### config.mk
export PLATFORM = sky130hd
export DESIGN_NAME = joy_db15_tx
export DESIGN_NICKNAME = d
export VERILOG_FILES = /design/src/rtl/joy_db15_tx.sv
export SDC_FILE = /design/constraint.sdc
export NUM_CORES = 1
export LEC_CHECK = 0
export CORE_MARGIN = 4
export CORE_UTILIZATION = 43
export DETAILED_ROUTE_END_ITERATION = 12
export PLACE_DENSITY = 0.68
export SETUP_SLACK_MARGIN = 0.4
export SYNTH_ARGS = -nofsm -noshare
export SYNTH_HDL_FRONTEND = slang
export SYNTH_SLANG_ARGS = --single-unit
### constraint.sdc
create_clock -name clk -period 1.75 [get_ports clk]
set_input_delay 0.35 -clock clk [delete_from_list [all_inputs] [get_ports clk]]
set_output_delay 0.35 -clock clk [all_outputs]
set_load 0.005 [all_outputs]
### src/rtl/joy_db15_tx.sv
// joy_db15_tx: DB15 joystick serial transmitter, two 12-button pads shifted out LSB first.
// JOY_CLK/JOY_LOAD are asynchronous, so both are synchronized and edge-detected on clk.
module joy_db15_tx #(
  parameter int FRAME_BITS  = 24,
  parameter int SYNC_STAGES = 2,
  parameter int TIMEOUT     = 65535
) (
  input  logic        clk,
  input  logic        reset_n,
  input  logic [11:0] joystick1,
  input  logic [11:0] joystick2,
  input  logic        JOY_CLK,
  input  logic        JOY_LOAD,
  output logic        JOY_DATA,
  output logic        frame_done,
  output logic [4:0]  bit_cnt,
  output logic        timeout_err
);
  localparam int WDW = $clog2(TIMEOUT + 1);
  localparam logic [WDW-1:0] WD_MAX = WDW'(TIMEOUT);
  typedef enum logic [1:0] {IDLE, LOAD, SHIFT, DONE} state_t;
  state_t r_state, w_next;
  logic [SYNC_STAGES-1:0] r_clk_sync, r_load_sync;
  logic [SYNC_STAGES:0]   w_clk_chain, w_load_chain;
  logic                   r_clk_prev, r_load_prev;
  logic [FRAME_BITS-1:0]  r_sr;
  logic [WDW-1:0]         r_wd;
  logic [4:0]             r_bit_cnt;
  logic                   r_frame_done, r_timeout_err;
  logic w_clk_s, w_load_s, w_clk_rise, w_clk_edge, w_load_edge, w_load_lo;
  logic w_timeout, w_shift, w_last;
  assign w_clk_chain  = {r_clk_sync, JOY_CLK};
  assign w_load_chain = {r_load_sync, JOY_LOAD};
  assign w_clk_s      = r_clk_sync[SYNC_STAGES-1];
  assign w_load_s     = r_load_sync[SYNC_STAGES-1];
  assign w_clk_rise   = w_clk_s & ~r_clk_prev;
  assign w_clk_edge   = w_clk_s ^ r_clk_prev;
  assign w_load_edge  = w_load_s ^ r_load_prev;
  assign w_load_lo    = ~w_load_s;
  assign w_timeout    = (r_state == SHIFT) && (r_wd == WD_MAX);
  assign w_shift      = w_clk_rise && (r_state == SHIFT || r_state == DONE);
  assign w_last       = (r_state == SHIFT) && w_clk_rise && (r_bit_cnt == 5'(FRAME_BITS - 1));
  // Load dominates everything; a timeout beats a coincident final shift edge.
  always_comb begin
    w_next = w_load_lo ? LOAD :
             (r_state == LOAD) ? SHIFT :
             w_timeout ? IDLE :
             w_last ? DONE : r_state;
  end
  always_ff @(posedge clk or negedge reset_n) begin
    if (!reset_n) begin
      r_state       <= IDLE;
      r_clk_sync    <= '1;
      r_load_sync   <= '1;
      r_clk_prev    <= 1'b1;
      r_load_prev   <= 1'b1;
      r_sr          <= '1;
      r_wd          <= '0;
      r_bit_cnt     <= '0;
      r_frame_done  <= 1'b0;
      r_timeout_err <= 1'b0;
    end else begin
      r_clk_sync   <= w_clk_chain[SYNC_STAGES-1:0];
      r_load_sync  <= w_load_chain[SYNC_STAGES-1:0];
      r_clk_prev   <= w_clk_s;
      r_load_prev  <= w_load_s;
      r_state      <= w_next;
      r_wd         <= (w_clk_edge | w_load_edge) ? '0 : (r_wd == WD_MAX) ? r_wd : r_wd + 1'b1;
      r_frame_done <= w_last && !w_load_lo && !w_timeout;
      if (w_load_lo) begin
        r_sr          <= FRAME_BITS'(~{joystick2, joystick1});
        r_bit_cnt     <= '0;
        r_timeout_err <= 1'b0;
      end else if (w_timeout) begin
        r_sr          <= '1;
        r_timeout_err <= 1'b1;
      end else if (w_shift) begin
        r_sr      <= {1'b1, r_sr[FRAME_BITS-1:1]};
        r_bit_cnt <= (r_bit_cnt == 5'(FRAME_BITS)) ? r_bit_cnt : r_bit_cnt + 1'b1;
      end
    end
  end
  assign JOY_DATA    = r_sr[0];
  assign frame_done  = r_frame_done;
  assign bit_cnt     = r_bit_cnt;
  assign timeout_err = r_timeout_err;
endmodule

==> results of run 1 <==
## how the worst max path moves through the flow
stage | start | end | slack [ps]
after floorplan | r_wd[0] | r_wd[1] | 70
after global placement | r_wd[0] | bit_cnt[3] | 80
after detailed placement | r_wd[0] | r_wd[14] | 30
after CTS | r_wd[0] | r_wd[9] | 50
after global routing | r_wd[1] | r_wd[13] | -90
final | r_wd[1] | r_wd[9] | 10
## routing by layer
metal,vias to the layer above,track usage (%)
met3,10,3.71
met1,1133,24.5
li1,1092,-
met5,-,0
met2,72,29.1
met4,0,5.24
## cell families (layout without fill, tap and decap cells)
logic type	Yosys count	count (layout)
DFF	55	55
xor gates and xnor gates	5	5
adders and majority gates	4	4
AOI/OAI and AO/OA	53	53
muxes	5	5
and+or+nand+nor	110	110
buffers and inverters	24	94
## layout make-up
| cell class | instances | area [um^2] | area share, % |
|---|---|---|---|
| clock buffer | 6 | 82.6 | 2.20 |
| timing repair buffer | 78 | 743 | 19.8 |
| sequential | 55 | 1420 | 37.8 |
| clock inverter | 2 | 35.0 | 0.935 |
| multi-input combinational | 177 | 1350 | 36.0 |
| tap | 75 | 93.8 | 2.50 |
| inverter | 8 | 30.0 | 0.801 |
## through the flow
step | util, % | instances | total power, W | instance area [um^2]
after CTS | 61.3 | 397 | 0.00266 | 3630
final | 63.3 | 401 | 0.00264 | 3750
after global placement | 54.6 | 368 | 0.00176 | 3230
after detailed placement | 54.6 | 368 | 0.00177 | 3230
after global routing | 63.3 | 401 | 0.00277 | 3750
after floorplan | - | 256 | 0.00161 | 2710
## placed cells by master, fill, tap and decap left out, types with 2 or more instances in the layout
| cell type | count |
|---|---|
| nand2b_1 | 2 |
| clkdlybuf4s50_1 | 26 |
| buf_12 | 4 |
| o21a_1 | 3 |
| nor2b_1 | 2 |
| clkbuf_8 | 6 |
| dfstp_2 | 30 |
| ha_1 | 2 |
| nand3_4 | 2 |
| nand2_1 | 38 |
| or3_4 | 2 |
| nor2_1 | 10 |
| dfrtp_1 | 24 |
| nor4_4 | 3 |
| nand3_1 | 27 |
| a21oi_2 | 4 |
| a21oi_1 | 4 |
| or3_1 | 3 |
| nor3_1 | 4 |
| buf_2 | 2 |
| mux2i_1 | 5 |
| clkdlybuf4s15_1 | 4 |
| dlygate4sd2_1 | 3 |
| or4_4 | 3 |
| xnor2_1 | 3 |
| o31ai_1 | 3 |
| a32oi_1 | 23 |
| buf_6 | 7 |
| buf_4 | 31 |
| inv_1 | 7 |
| nand4_1 | 3 |
## registers in the layout, summed over array words and instances, names as in the netlist
signal and count:
r_clk_sync 2, frame_done 1, r_load_prev 1, r_load_sync 2, r_sr 24, r_clk_prev 1, bit_cnt 5, timeout_err 1
r_state 2, r_wd 16
## power by group
| part | internal, W | switching, W |
|---|---|---|
| sequential | 0.00139 | 0.0000403 |
| clock | 0.000464 | 0.000403 |
| combinational | 0.000168 | 0.000173 |
| total | 0.00202 | 0.000616 |
## what timing repair did
action                     4_1_cts  5_1_grt
setup endpoints to repair       57       53
pin swaps                       18       11
gates resized for setup         41       22
setup buffers                   21        4
==> impl_metrics.env, run 1 <==
export IMPL_outcome="complete, no violations"
export IMPL_layout_nets=357
export IMPL_cts_buffers=5
export IMPL_power_static_leakage_nw=1.49
export IMPL_crit_chain="ha_4, nand4_4, nor4_4, buf_12, buf_8, or4_4, a21oi_2"
export IMPL_avgRoutedWirePerCell_um=16.2
export IMPL_yosysWarnings=0
export IMPL_path_buf_inv=2
export IMPL_fin_ws_ps=12.3
export IMPL_row_count=28
export IMPL_setup_tns_ps=0
export IMPL_hold_path_class="primary input to async pin"
export IMPL_yosys_cell_types_count=43
export IMPL_ant_nets=0
export IMPL_synth_area_um2=2630
export IMPL_gp_congestion=0.781
export IMPL_crit_type="flip-flop to flip-flop"
export IMPL_cts_tree="yes"
export IMPL_crit_family="simple AND/OR/NAND/NOR gates"
export IMPL_crit_path_end_kind="flip-flop"
export IMPL_wl_met1_mm=2.86
export IMPL_dr_pass1_iters=6
export IMPL_setup_viol_count_final=0
export IMPL_synth_compound_area_share_pct=15.5
export IMPL_max_slew_margin_pct=64.3
export IMPL_reg2reg_setup_slack_ps=10
export IMPL_fmax_ghz=0.575
export IMPL_synth_area_leaders="dfstp_2 (30%), dfrtp_1 (24%), a32oi_1 (7.7%), nand2_1 (5.6%), nand3_1 (5.3%)"
export IMPL_synth_ff_type="dfstp_2"
export IMPL_syn2layout_area_growth_pct=42.6
export IMPL_route_vias_total=2307
export IMPL_rsz0062_at_grt="true"
export IMPL_drv_cap=0
export IMPL_core_area_um2=5920
export IMPL_synth_edf_count=0
export IMPL_h_tree_depth=2
export IMPL_synthCells=256
export IMPL_drive_gt1_share_pct=36.5
export IMPL_r2r_end="r_wd[9]"
export IMPL_die_w_um=86.2
export IMPL_avgSynthCellArea_um2=10.3
export IMPL_crit_fanout=8
export IMPL_wl_met3_um=354
export IMPL_pre_cts_slack_ps=30.2
export IMPL_seq_area_frac_synth_pct=53.8
export IMPL_yosys_area_share_xor_xnor_pct=1.67
export IMPL_portBuffers=35
export IMPL_routed_wl_mm=6.49
export IMPL_clkTransAtPathRegs_ps=100
export IMPL_postCtsHoldBufs=0
export IMPL_grt_max_degree=56
export IMPL_root_buffer="clkbuf_8"
export IMPL_vias_per_cell=5.75
export IMPL_critPathMaxStageDelay_ps=480
export IMPL_drt_iter0_drc=117
export IMPL_whs_ps=36.0
export IMPL_highest_layer="met4"
export IMPL_p_per_area_nw_per_um2=704
export IMPL_synth_simple_area_share_pct=21.6
export IMPL_nFillCells=496
export IMPL_synth_top_family_by_area="simple AND/OR/NAND/NOR gates"
export IMPL_grt_pass1_vias=2288
export IMPL_crit_required_ps=1990
export IMPL_clk_path_buf_depth=2
export IMPL_netlist_area_leader_share_pct=30.0
export IMPL_grt_pass1_wl_mm=10.7
export IMPL_tightestPinTransition_ps=534
export IMPL_synth_largest_area_cell="dfstp_2"
export IMPL_start_util_pct=44.4
export IMPL_dr_wl_met2_mm=3.17
export IMPL_diodes=0
export IMPL_slew_violations=0
export IMPL_finalCritPeriodShare_pct=99.3
export IMPL_synth_seq_cells=55
export IMPL_syn_nets=288
export IMPL_drc=0
export IMPL_synth_commonest_cells="nand2_1 (39), dfstp_2 (30), nand3_1 (28)"
export IMPL_synthAdderAreaFrac_pct=1.90
export IMPL_start_kind="flip-flop"
export IMPL_dpl_hpwl_mm=3.76
export IMPL_layout_min_cycle_time_ps=1740
export IMPL_synth_mux_area_share_pct=1.90
export IMPL_clock_sinks=55
export IMPL_hold_viol=0
export IMPL_insertion_delay_ps=300
export IMPL_clock_skew_final_ps=3.36
export IMPL_die_area_um2=7430
export IMPL_slowest_stage="or4_4"
export IMPL_vdd_drop_max_uv=396
export IMPL_path_depth=7
export IMPL_die_h_um=86.2
export IMPL_async_flop_share_pct=100
export IMPL_antenna_found_initial=0
export IMPL_grt_usage_pct=18.0
export IMPL_rr_startpoint="r_wd[1]"
export IMPL_synth_most_common_cell="nand2_1"
export IMPL_rr_worst_depth=7
export IMPL_ios=36
export IMPL_grt_overflow=0
export IMPL_arrival_ps=1980
Power figures use the tool's default switching activity.
==> inputs of run 2 (changes only) <==
--- a/config.mk
+++ b/config.mk
@@ -8,6 +8,7 @@
 export CORE_MARGIN = 4
 export CORE_UTILIZATION = 43
 export DETAILED_ROUTE_END_ITERATION = 12
+export HOLD_SLACK_MARGIN = 0.05
 export PLACE_DENSITY = 0.68
 export SETUP_SLACK_MARGIN = 0.4
 export SYNTH_ARGS = -nofsm -noshare
==> run 2 against run 1 <==
Against the previous run: via count is 0.13% higher; clock skew up 1.3 ps; critical path depth unchanged; global-route usage did not move; design area is 0.27% higher; wire length increased by 0.11%; worst setup slack about the same; worst hold slack gained 330 ps; core utilization grew 0.17 points; critical path type unchanged.
==> impl_metrics.env, run 2 (synthesis gave the netlist of run 1 again) <==
export IMPL_drt_iter0_drc=127
export IMPL_hold_path_class="flip-flop to flip-flop"
export IMPL_layout_nets=358
export IMPL_die_h_um=86.2
export IMPL_root_buffer="clkbuf_8"
export IMPL_crit_type="flip-flop to flip-flop"
export IMPL_p_per_area_nw_per_um2=704
export IMPL_diodes=0
export IMPL_drc=0
export IMPL_tightestPinTransition_ps=530
export IMPL_dr_pass1_iters=4
export IMPL_route_vias_total=2310
export IMPL_vdd_drop_max_uv=395
export IMPL_row_count=28
export IMPL_final_common_cell="nand2_1"
export IMPL_slew_violations=0
export IMPL_h_tree_depth=2
export IMPL_ant_nets=0
export IMPL_min_from="r_load_sync[0]"
export IMPL_avgRoutedWirePerCell_um=16.1
export IMPL_die_w_um=86.2
export IMPL_path_buf_inv=2
export IMPL_crit_required_ps=1990
export IMPL_rsz0062_at_grt="true"
export IMPL_die_area_um2=7430
export IMPL_ios=36
export IMPL_reg2reg_setup_slack_ps=10
export IMPL_clk_path_buf_depth=2
export IMPL_layout_common_cells="nand2_1 (38), buf_4 (31), dfstp_2 (30)"
export IMPL_power_total_w=0.00264
export IMPL_arrival_ps=1970
export IMPL_setup_viol_count_final=0
export IMPL_cts_tree="yes"
export IMPL_layout_min_cycle_time_ps=1740
export IMPL_critical_path_startpoint="r_wd[1]"
export IMPL_pwr_share_clk_pct=32.9
export IMPL_combPwrFrac_pct=12.9
export IMPL_grt_max_degree=56
export IMPL_crit_family="simple AND/OR/NAND/NOR gates"
export IMPL_core_area_um2=5920
export IMPL_crit_path_end_kind="flip-flop"
export IMPL_drive_gt1_share_pct=36.4
export IMPL_grt_usage_pct=18.0
export IMPL_pwr_share_seq_pct=54.1
export IMPL_start_kind="flip-flop"
export IMPL_p_sw_w=0.000620
export IMPL_rr_startpoint="r_wd[1]"
export IMPL_vias_per_cell=5.75
export IMPL_power_static_leakage_nw=1.50
export IMPL_portBuffers=35
export IMPL_fmax_ghz=0.575
export IMPL_largest_reg_flops=24
export IMPL_drv_cap=0
export IMPL_clock_sinks=55
export IMPL_critPathMaxStageDelay_ps=480
export IMPL_clock_skew_final_ps=4.69
export IMPL_finalCritPeriodShare_pct=99.3
export IMPL_switching_share_pct=23.4
export IMPL_max_slew_margin_pct=64.5
export IMPL_crit_fanout=8
export IMPL_grt_pass1_wl_mm=10.7
export IMPL_syn2layout_area_growth_pct=42.9
export IMPL_slowest_stage="or4_4"
export IMPL_clkTransAtPathRegs_ps=90
export IMPL_whs_ps=363
export IMPL_crit_chain="ha_4, nand4_4, nor4_4, buf_12, buf_8, or4_4, a21oi_2"
export IMPL_cts_buffers=5
export IMPL_gp_congestion=0.781
export IMPL_antenna_found_initial=0
export IMPL_top_register="r_sr"
export IMPL_grt_overflow=0
export IMPL_routed_wl_mm=6.49
export IMPL_p_int_w=0.00202
export IMPL_dpl_hpwl_mm=3.76
export IMPL_start_util_pct=44.4
export IMPL_hold_viol=0
export IMPL_outcome="complete, no violations"
export IMPL_grt_pass1_vias=2288
export IMPL_insertion_delay_ps=300
-- run 2: layer usage --
metal / vias up / share of wire [%] / GRT usage (%)
li1: 1093 / - / -
met1: 1151 / 45 / 24.6
met2: 58 / 49 / 29.1
met3: 8 / 4.7 / 3.61
met4: 0 / 1.1 / 5.24
met5: - / 0 / 0
-- run 2: path summary, 6_finish.rpt --
| path | endpoint | depth (start not counted) |
|---|---|---|
| max in group asynchronous | r_load_prev | 3 |
| hold reg to reg | r_load_sync[1] | 0 |
| setup reg to reg | r_wd[9] | 7 |
| hold / removal | r_load_sync[1] | 0 |
| setup / recovery | r_wd[9] | 7 |
| min in group asynchronous | r_wd[11] | 3 |
-- run 2: final cells by class --
class	instances	area, um^2
inverter	8	30.0
clock buffer	6	82.6
clock inverter	2	35.0
tap	75	93.8
sequential	55	1420
timing repair buffer	79	753
fill	495	2160
multi-input combinational	177	1350
-- run 2: timing repair --
item | CTS | global route
pin swaps | 18 | 11
hold endpoints to repair | 25 | 0
endpoints found under the setup margin | 57 | 53
hold buffers | 1 | 0
buffers inserted | 21 | 4
gates resized for setup | 41 | 22
gates cloned | 0 | 0
-- run 2: worst register-to-register path: cells and delay by family (launching register included) --
| family | cells | cell delay [ps] |
|---|---|---|
| adders and majority gates | 1 | 190 |
| AOI/OAI and AO/OA | 1 | 120 |
| DFF | 1 | 430 |
| and+or+nand+nor | 3 | 670 |
| buffers and inverters | 2 | 280 |
-- run 2: power by group through the flow --
stage,clock network [W],registers (W),logic [W]
global route,0.000945,0.00144,0.000379
CTS,0.000887,0.00143,0.000338
floorplan,0,0.00145,0.000159
detailed placement,0,0.00146,0.000314
finish,0.000871,0.00143,0.000342
global placement,0,0.00145,0.000309
-- run 2: through the flow --
step | instance area [um^2] | setup TNS [ps] | setup WS, ps | instances | util [%]
final | 3760 | 0 | 12.1 | 402 | 63.5
after global routing | 3760 | -362 | -88.2 | 402 | 63.5
after CTS | 3640 | 0 | 52.4 | 398 | 61.4
after detailed placement | 3230 | 0 | 30.2 | 368 | 54.6
after global placement | 3230 | 0 | 77.0 | 368 | 54.6
after floorplan | 2710 | 0 | 71.8 | 256 | -
